==> src/rtl/shift_mode_pkg.sv <==
`default_nettype none
// ============================================================================
// shift_mode_pkg : operation encodings shared by the shift register and benches
// Revision 1.0
// ============================================================================
package shift_mode_pkg;

  typedef logic [2:0] shift_mode_t;

  localparam shift_mode_t MODE_HOLD  = 3'd0;
  localparam shift_mode_t MODE_SHR   = 3'd1;
  localparam shift_mode_t MODE_SHL   = 3'd2;
  localparam shift_mode_t MODE_ROR   = 3'd3;
  localparam shift_mode_t MODE_ROL   = 3'd4;
  localparam shift_mode_t MODE_LOAD  = 3'd5;
  localparam shift_mode_t MODE_CLEAR = 3'd6;
  localparam shift_mode_t MODE_ASR   = 3'd7;

  // Modes that move bits and therefore advance the frame counter.
  function automatic logic is_shift_mode(input shift_mode_t mode);
    return (mode == MODE_SHR) || (mode == MODE_SHL) || (mode == MODE_ROR) ||
           (mode == MODE_ROL) || (mode == MODE_ASR);
  endfunction

  function automatic logic is_reload_mode(input shift_mode_t mode);
    return (mode == MODE_LOAD) || (mode == MODE_CLEAR);
  endfunction

endpackage
`default_nettype wire

==> src/rtl/shift_frame_counter.sv <==
`default_nettype none
// ============================================================================
// shift_frame_counter : modulo-WIDTH shift counter with registered frame pulse
// Revision 1.0
// ============================================================================
module shift_frame_counter #(
  parameter int WIDTH = 8
) (
  input  logic                     clk,
  input  logic                     reset,
  input  logic                     inc,
  input  logic                     clr,
  output logic [$clog2(WIDTH)-1:0] cnt,
  output logic                     frame_done
);

  localparam int CNT_W = $clog2(WIDTH);
  localparam logic [CNT_W-1:0] CNT_MAX = CNT_W'(WIDTH - 1);

  logic [CNT_W-1:0] cnt_d, cnt_q;
  logic             done_d, done_q;

  // Explicit wrap at WIDTH-1 so non-power-of-two widths count correctly.
  always_comb begin
    cnt_d  = cnt_q;
    done_d = 1'b0;
    if (clr) begin
      cnt_d = '0;
    end else if (inc) begin
      if (cnt_q == CNT_MAX) begin
        cnt_d  = '0;
        done_d = 1'b1;
      end else begin
        cnt_d = cnt_q + CNT_W'(1);
      end
    end
  end

  always_ff @(posedge clk or posedge reset) begin
    if (reset) begin
      cnt_q  <= '0;
      done_q <= 1'b0;
    end else begin
      cnt_q  <= cnt_d;
      done_q <= done_d;
    end
  end

  assign cnt        = cnt_q;
  assign frame_done = done_q;

endmodule
`default_nettype wire

==> src/rtl/univ_shift_reg.sv <==
`default_nettype none
// ============================================================================
// univ_shift_reg : universal shift register (shift/rotate/load/clear/ASR)
// Revision 1.0
// ============================================================================
module univ_shift_reg
  import shift_mode_pkg::*;
#(
  parameter int               WIDTH       = 8,
  parameter logic [WIDTH-1:0] RESET_VALUE = '0
) (
  input  logic                     clk,
  input  logic                     reset,
  input  logic                     en,
  input  logic [2:0]               mode,
  input  logic [WIDTH-1:0]         d,
  input  logic                     sin_l,
  input  logic                     sin_r,
  output logic [WIDTH-1:0]         q,
  output logic                     sout_r,
  output logic                     sout_l,
  output logic [$clog2(WIDTH)-1:0] shift_cnt,
  output logic                     frame_done
);

  logic [WIDTH-1:0] q_d, q_q;
  logic             cnt_inc, cnt_clr;

  always_comb begin
    q_d = q_q;
    if (en) begin
      case (mode)
        MODE_SHR:   q_d = {sin_l, q_q[WIDTH-1:1]};
        MODE_SHL:   q_d = {q_q[WIDTH-2:0], sin_r};
        MODE_ROR:   q_d = {q_q[0], q_q[WIDTH-1:1]};
        MODE_ROL:   q_d = {q_q[WIDTH-2:0], q_q[WIDTH-1]};
        MODE_LOAD:  q_d = d;
        MODE_CLEAR: q_d = '0;
        MODE_ASR:   q_d = {q_q[WIDTH-1], q_q[WIDTH-1:1]};
        default:    q_d = q_q;
      endcase
    end
  end

  always_ff @(posedge clk or posedge reset) begin
    if (reset) begin
      q_q <= RESET_VALUE;
    end else begin
      q_q <= q_d;
    end
  end

  assign cnt_inc = en & is_shift_mode(mode);
  assign cnt_clr = en & is_reload_mode(mode);

  shift_frame_counter #(
    .WIDTH (WIDTH)
  ) u_frame_counter (
    .clk        (clk),
    .reset      (reset),
    .inc        (cnt_inc),
    .clr        (cnt_clr),
    .cnt        (shift_cnt),
    .frame_done (frame_done)
  );

  assign q      = q_q;
  assign sout_r = q_q[0];
  assign sout_l = q_q[WIDTH-1];

endmodule
`default_nettype wire
==> config.mk <==
export PLATFORM = sky130hd
export DESIGN_NAME = univ_shift_reg
export DESIGN_NICKNAME = d
export VERILOG_FILES = /design/src/rtl/shift_mode_pkg.sv /design/src/rtl/shift_frame_counter.sv /design/src/rtl/univ_shift_reg.sv
export SDC_FILE = /design/constraint.sdc
export NUM_CORES = 1
export LEC_CHECK = 0
export ABC_AREA = 1
export BUFFER_PORTS_ARGS = -buffer_cell sky130_fd_sc_hd__buf_2
export CAP_MARGIN = 20
export CORE_ASPECT_RATIO = 1.1
export CORE_UTILIZATION = 51
export DETAILED_ROUTE_END_ITERATION = 10
export PLACE_DENSITY_LB_ADDON = 0.05
export REMOVE_ABC_BUFFERS = 1
export SLEW_MARGIN = 20
export SYNTH_ARGS = -nofsm -noshare
export SYNTH_HDL_FRONTEND = slang
export SYNTH_SLANG_ARGS = --single-unit
==> constraint.sdc <==
create_clock -name clk -period 2.21 [get_ports clk]
set_input_delay 0.442 -clock clk [delete_from_list [all_inputs] [get_ports clk]]
set_output_delay 0.442 -clock clk [all_outputs]
set_load 0.02 [all_outputs]
# [Yosys cells after proc, flatten, opt, wreduce, memory -nomap -nowiden]
# Index checks and enable logic that the tools add are counted.
[word_totals] out_inout_bits=14 inputBits=16 register_bits=12 elab_cells=33
[classes] eq_ne=8 n_addsub=1 n_mux=7 n_reduce_logical=10 bitwise_logic=3
[op_table] operator="$pmux 8 s7" count=1
[op_table] operator="$eq 3x3->1 const B" count=5
[op_table] operator="$mux 3" count=3
[op_table] operator="$reduce_bool 7->1" count=1
[op_table] operator="$eq 3x2->1 const B" count=2
[op_table] operator="$reduce_bool 6->1" count=1
[op_table] operator="$logic_or 1x1->1" count=5
[op_table] operator="$add 3x1->3 const B" count=1
[op_table] operator="$eq 3x1->1 const B" count=1
[op_table] operator="$mux 1" count=3
[op_table] operator="$reduce_and 3->1" count=1
[op_table] operator="$and 1x1->1" count=2
[op_table] operator="$reduce_and 2->1" count=1
[op_table] operator="$reduce_bool 2->1" count=1
[op_table] operator="$not 1->1" count=1

# [Depth between registers and ports, before layout]
[depth] ltp_word=8 mapped_depth=7 mapped_depth_nobuf=7

# [Hierarchy]
# A second synthesis with hierarchy kept.
[hier_totals] cells_unflattened=128 area_unflattened_um2=802.0
[modules_own_cells] mod="univ_shift_reg" instances=1 seq_area_each_um2=200.2 cells_each=105 area_per_inst_um2=610.6
[modules_own_cells] mod="shift_frame_counter" instances=1 seq_area_each_um2=100.1 cells_each=23 area_per_inst_um2=191.4

# [Worst setup path after synthesis]
# No wires, ideal clock.
[synth_path] kind="reg-to-reg" from="reg u_frame_counter.cnt_q[0], in the netlist u_frame_counter.cnt[0]" to="reg u_frame_counter.cnt_q[0], in the netlist u_frame_counter.cnt[0]" path_buffers=0 required_ps=2127 arrival_time_ps=1248 synth_period_minus_slack_ps=1331 slack_ps=879 stages_incl_launch_ff=5 cell_sequence="dfrtp_1 ha_1 ha_1 or2_2 o21ai_0"
[synth_between] elab_chain_len=4 elab_cells_between_ends=5
[synth_lines] item="start, declared" line_no="shift_frame_counter.sv:20" text="logic [CNT_W-1:0] cnt_d, cnt_q;"
[synth_lines] item="start signal, assigned" line_no="shift_frame_counter.sv:44" text="cnt_q <= cnt_d;"
[synth_lines] item="$add 3x1->3 / $eq 3x3->1 (equally long branches)" line_no="shift_frame_counter.sv:34, shift_frame_counter.sv:30"
[synth_lines] item="$mux 3 *" line_no="shift_frame_counter.sv:30" text="if (cnt_q == CNT_MAX) begin"
[synth_lines] item="$mux 3 *" line_no="shift_frame_counter.sv:29" text="end else if (inc) begin"
[synth_lines] item="$mux 3 *" line_no="shift_frame_counter.sv:27" text="if (clr) begin"
# Mark *: on every way between the ends. The rest lies on a longest branch, timed or not. The select of a mux whose other input is x is not followed.
# A chain may end at the register's enable or synchronous reset.

# [Worst setup path in the final report]
[layout_path] from="in mode[0]" to="reg u_frame_counter.cnt_q[0], in the netlist u_frame_counter.cnt[0]"
[layout_between] elab_chain_len=7 elab_cells_between_ends=16
[layout_lines] item="start, declared" line_no="univ_shift_reg.sv:15" text="input logic [2:0] mode,"
[layout_lines] item="$eq 3x1->1 / $eq 3x2->1 (equally long branches)" line_no="shift_mode_pkg.sv:21" text="return (mode == MODE_SHR) || (mode == MODE_SHL) || (mode == MODE_ROR) ||"
[layout_lines] item="$logic_or 1x1->1 (3 in a row)" line_no="shift_mode_pkg.sv:21"
[layout_lines] item="$logic_or 1x1->1" line_no="shift_mode_pkg.sv:22" text="(mode == MODE_ROL) || (mode == MODE_ASR);"
[layout_lines] item="$and 1x1->1" line_no="univ_shift_reg.sv:53" text="assign cnt_inc = en & is_shift_mode(mode);"
[layout_lines] item="$reduce_bool 2->1 (no source line)"
# Parallel ways exist; a longest one is shown, timed or not.

==> out/results.ini <==
[run_status]
status = finished, final reports clean

[logic_synthesis]
netlist_top_cells_count = nand2_1, nor2_1, dfrtp_1, nand4_1, inv_1
synth.top_cell.area_share_pct = 37.9
synth_edf_count = 0
ys_seq_elements = 12
synth.distinct_cells = 17
yosysWarnings = 0
synth.largest_area_cell = dfrtp_1
synth.most_common_cell = nand2_1
synthFlopType = dfrtp_1
synth_area_um2 = 793
synthTopCellsByArea = dfrtp_1, nand2_1, nor2_1
synth_seq_area_share_pct = 37.9
async_reset_ff_share_pct = 100
synth_area_per_cell_um2 = 6.72
synthesis.instances = 118

[setup_path]
r2r_cells = 4
cp.arrival_ns = 1.54
crit_start = mode[0]
worst-r2r-setup-slack_ns = 0.90
worst-setup-path-type = in -> reg
critPathMaxFanout = 15
required_ns = 2.41
endpoint_kind = flip-flop
timing.rr.start = u_frame_counter.cnt[0]$_DFFE_PP0P_
startpoint_type = primary input
r2r_end = u_frame_counter.cnt[0]$_DFFE_PP0P_

[detailed_routing]
vias = 833
drc = 0
drtIter0Drc = 29
ant_nets = 0
post_drt_via_cell_ratio = 5.17
drt-total-wl_um = 1840
dr.pass1.iters = 4
wl_per_cell_um = 11.4

[global_routing]
grt_pass1_wl_um = 2930
gr-usage-all-layers_pct = 24.4
grt_max_degree = 16
antenna_found_initial = 0
grt_pass1_vias = 711
gr-usage-met1_pct = 34.1
use_met3_pct = 3.08
overflow = 0
gr-max-usage-layer = met2
grt_util_met2_pct = 37.4

[clock_tree]
cts.path.max_buffers = 2
insertion_delay_ns = 0.27
cts_resized = 0
clock_sinks = 12
cts_setup_buffers = 0
cts_hold_buf = 0
htree_levels = 1
cts_tree = done
cts-root-buf = clkbuf_4
clk_pin_slew_ns = 0.07
cts_buffers = 3

[pwr]
swShare_pct = 40.7
power_density_mw_per_mm2 = 768
p_int_w = 0.000430
seq_power_share_pct = 42.9
vdd_drop_max_v = 0.000681
p_comb_share_pct = 38.4
p_leak_nw = 0.545
power_switching_w = 0.000295
p_clk_share_pct = 18.6

[floorplanning]
core_mm2 = 0.00140
fp.dieArea_mm2 = 0.00172
ioPinCount = 30
die_y_um = 43.4
die_w_um = 39.6
rows = 14
initial_core_util_pct = 56.6

[sta]
max-slew-margin-rel_pct = 68.4
period_share_pct = 60.8
finClkSkew_ns = 0.00150
hold_viol_final = 0
fmax_ghz = 0.745
tightest_slew_ns = 0.474
drv_slew = 0
tns_ns = 0
rsz0062_at_grt = no
min_period_ns = 1.34
finalSetupViolCount = 0

[layout]
antenna_cells = 0
drive_gt1_share_pct = 25.5
final_cells = 161
nNetsFinal = 165
area_growth_pct = 19.1

[job]
cap_violations = 0

[placed_design]
dpl.hpwl_um = 1350
io_buffers = 29
gp_congestion = 0.804
place_inst = 158

[hold_path]
hold_path.class = in -> async

layout make-up:
| cell class | instances | area [µm²] |
|---|---|---|
| flip-flops and latches | 12 | 300 |
| repair buffers | 29 | 145 |
| inverters | 8 | 30.0 |
| well taps | 16 | 20.0 |
| multi-input cells | 93 | 427 |
| clock buffers | 3 | 22.5 |
| fillers | 122 | 457 |
placed cells by master (no fill, tap or decap):
cell type and count:
nor3_1 1, inv_1 7, ha_1 2, a21boi_4 1, clkbuf_4 3, o21ai_0 4
nand2_1 41, nand3_1 6, buf_2 29, nand4_1 8, nor2_1 27, inv_2 1
or2_2 1, nor2_2 1, nand3_2 1, dfrtp_1 12
per-stage QoR:
stage	total power [W]	util [%]	hold slack, ns	cell area [µm²]	setup slack, ns
after CTS	0.000729	67.4	0.189	945	0.877
after global routing	0.000776	67.4	0.227	945	0.732
after global placement	0.000587	65.8	0.473	922	0.673
after floorplan	0.000491	-	0.307	757	0.879
after detailed placement	0.000596	65.8	0.474	922	0.572
final	0.000726	67.4	0.167	945	0.867
worst max-delay path by stage:
stage	depth (start not counted)	endpoint
3_3_place_gp	5	u_frame_counter.cnt[0]$_DFFE_PP0P_
2_1_floorplan	4	u_frame_counter.cnt[0]$_DFFE_PP0P_
5_1_grt	5	u_frame_counter.cnt[2]$_DFFE_PP0P_
3_5_place_dp	5	u_frame_counter.cnt[0]$_DFFE_PP0P_
6_report	5	u_frame_counter.cnt[0]$_DFFE_PP0P_
4_1_cts	1	q[0]
critical path, cell delays in order:
cell and delay (ns):
buf_2 0.20, inv_1 0.15, a21boi_4 0.39, nand3_2 0.16, o21ai_0 0.18
metal layers:
metal  part of all wire [%]  vias to the layer above
met5                      0                        -
met4                    1.8                        0
met3                    6.2                        5
met2                     47                       29
met1                     45                      371
li1                       -                      428
cells by family (layout without fill, tap and decap cells):
family          after synthesis  in the layout  share of synthesized area, %
compound gates                5              5                          4.89
fa+ha+maj                     2              2                          3.15
buf+inv                      13             40                          8.36
flops                        12             12                          37.9
simple gates                 86             86                          45.7
flip-flops by register name, indices dropped and copies added (netlist names):
register / flops
u_frame_counter.frame_done: 1
u_frame_counter.cnt: 3
q: 8
power by group through the flow:
stage / registers [W] / clock network (W) / logic (W)
floorplan: 0.000378 / 0 / 0.000112
global placement: 0.000315 / 0 / 0.000272
detailed placement: 0.000315 / 0 / 0.000280
CTS: 0.000312 / 0.000136 / 0.000281
global route: 0.000321 / 0.000142 / 0.000313
finish: 0.000311 / 0.000135 / 0.000279
Power figures use the tool's default switching activity.
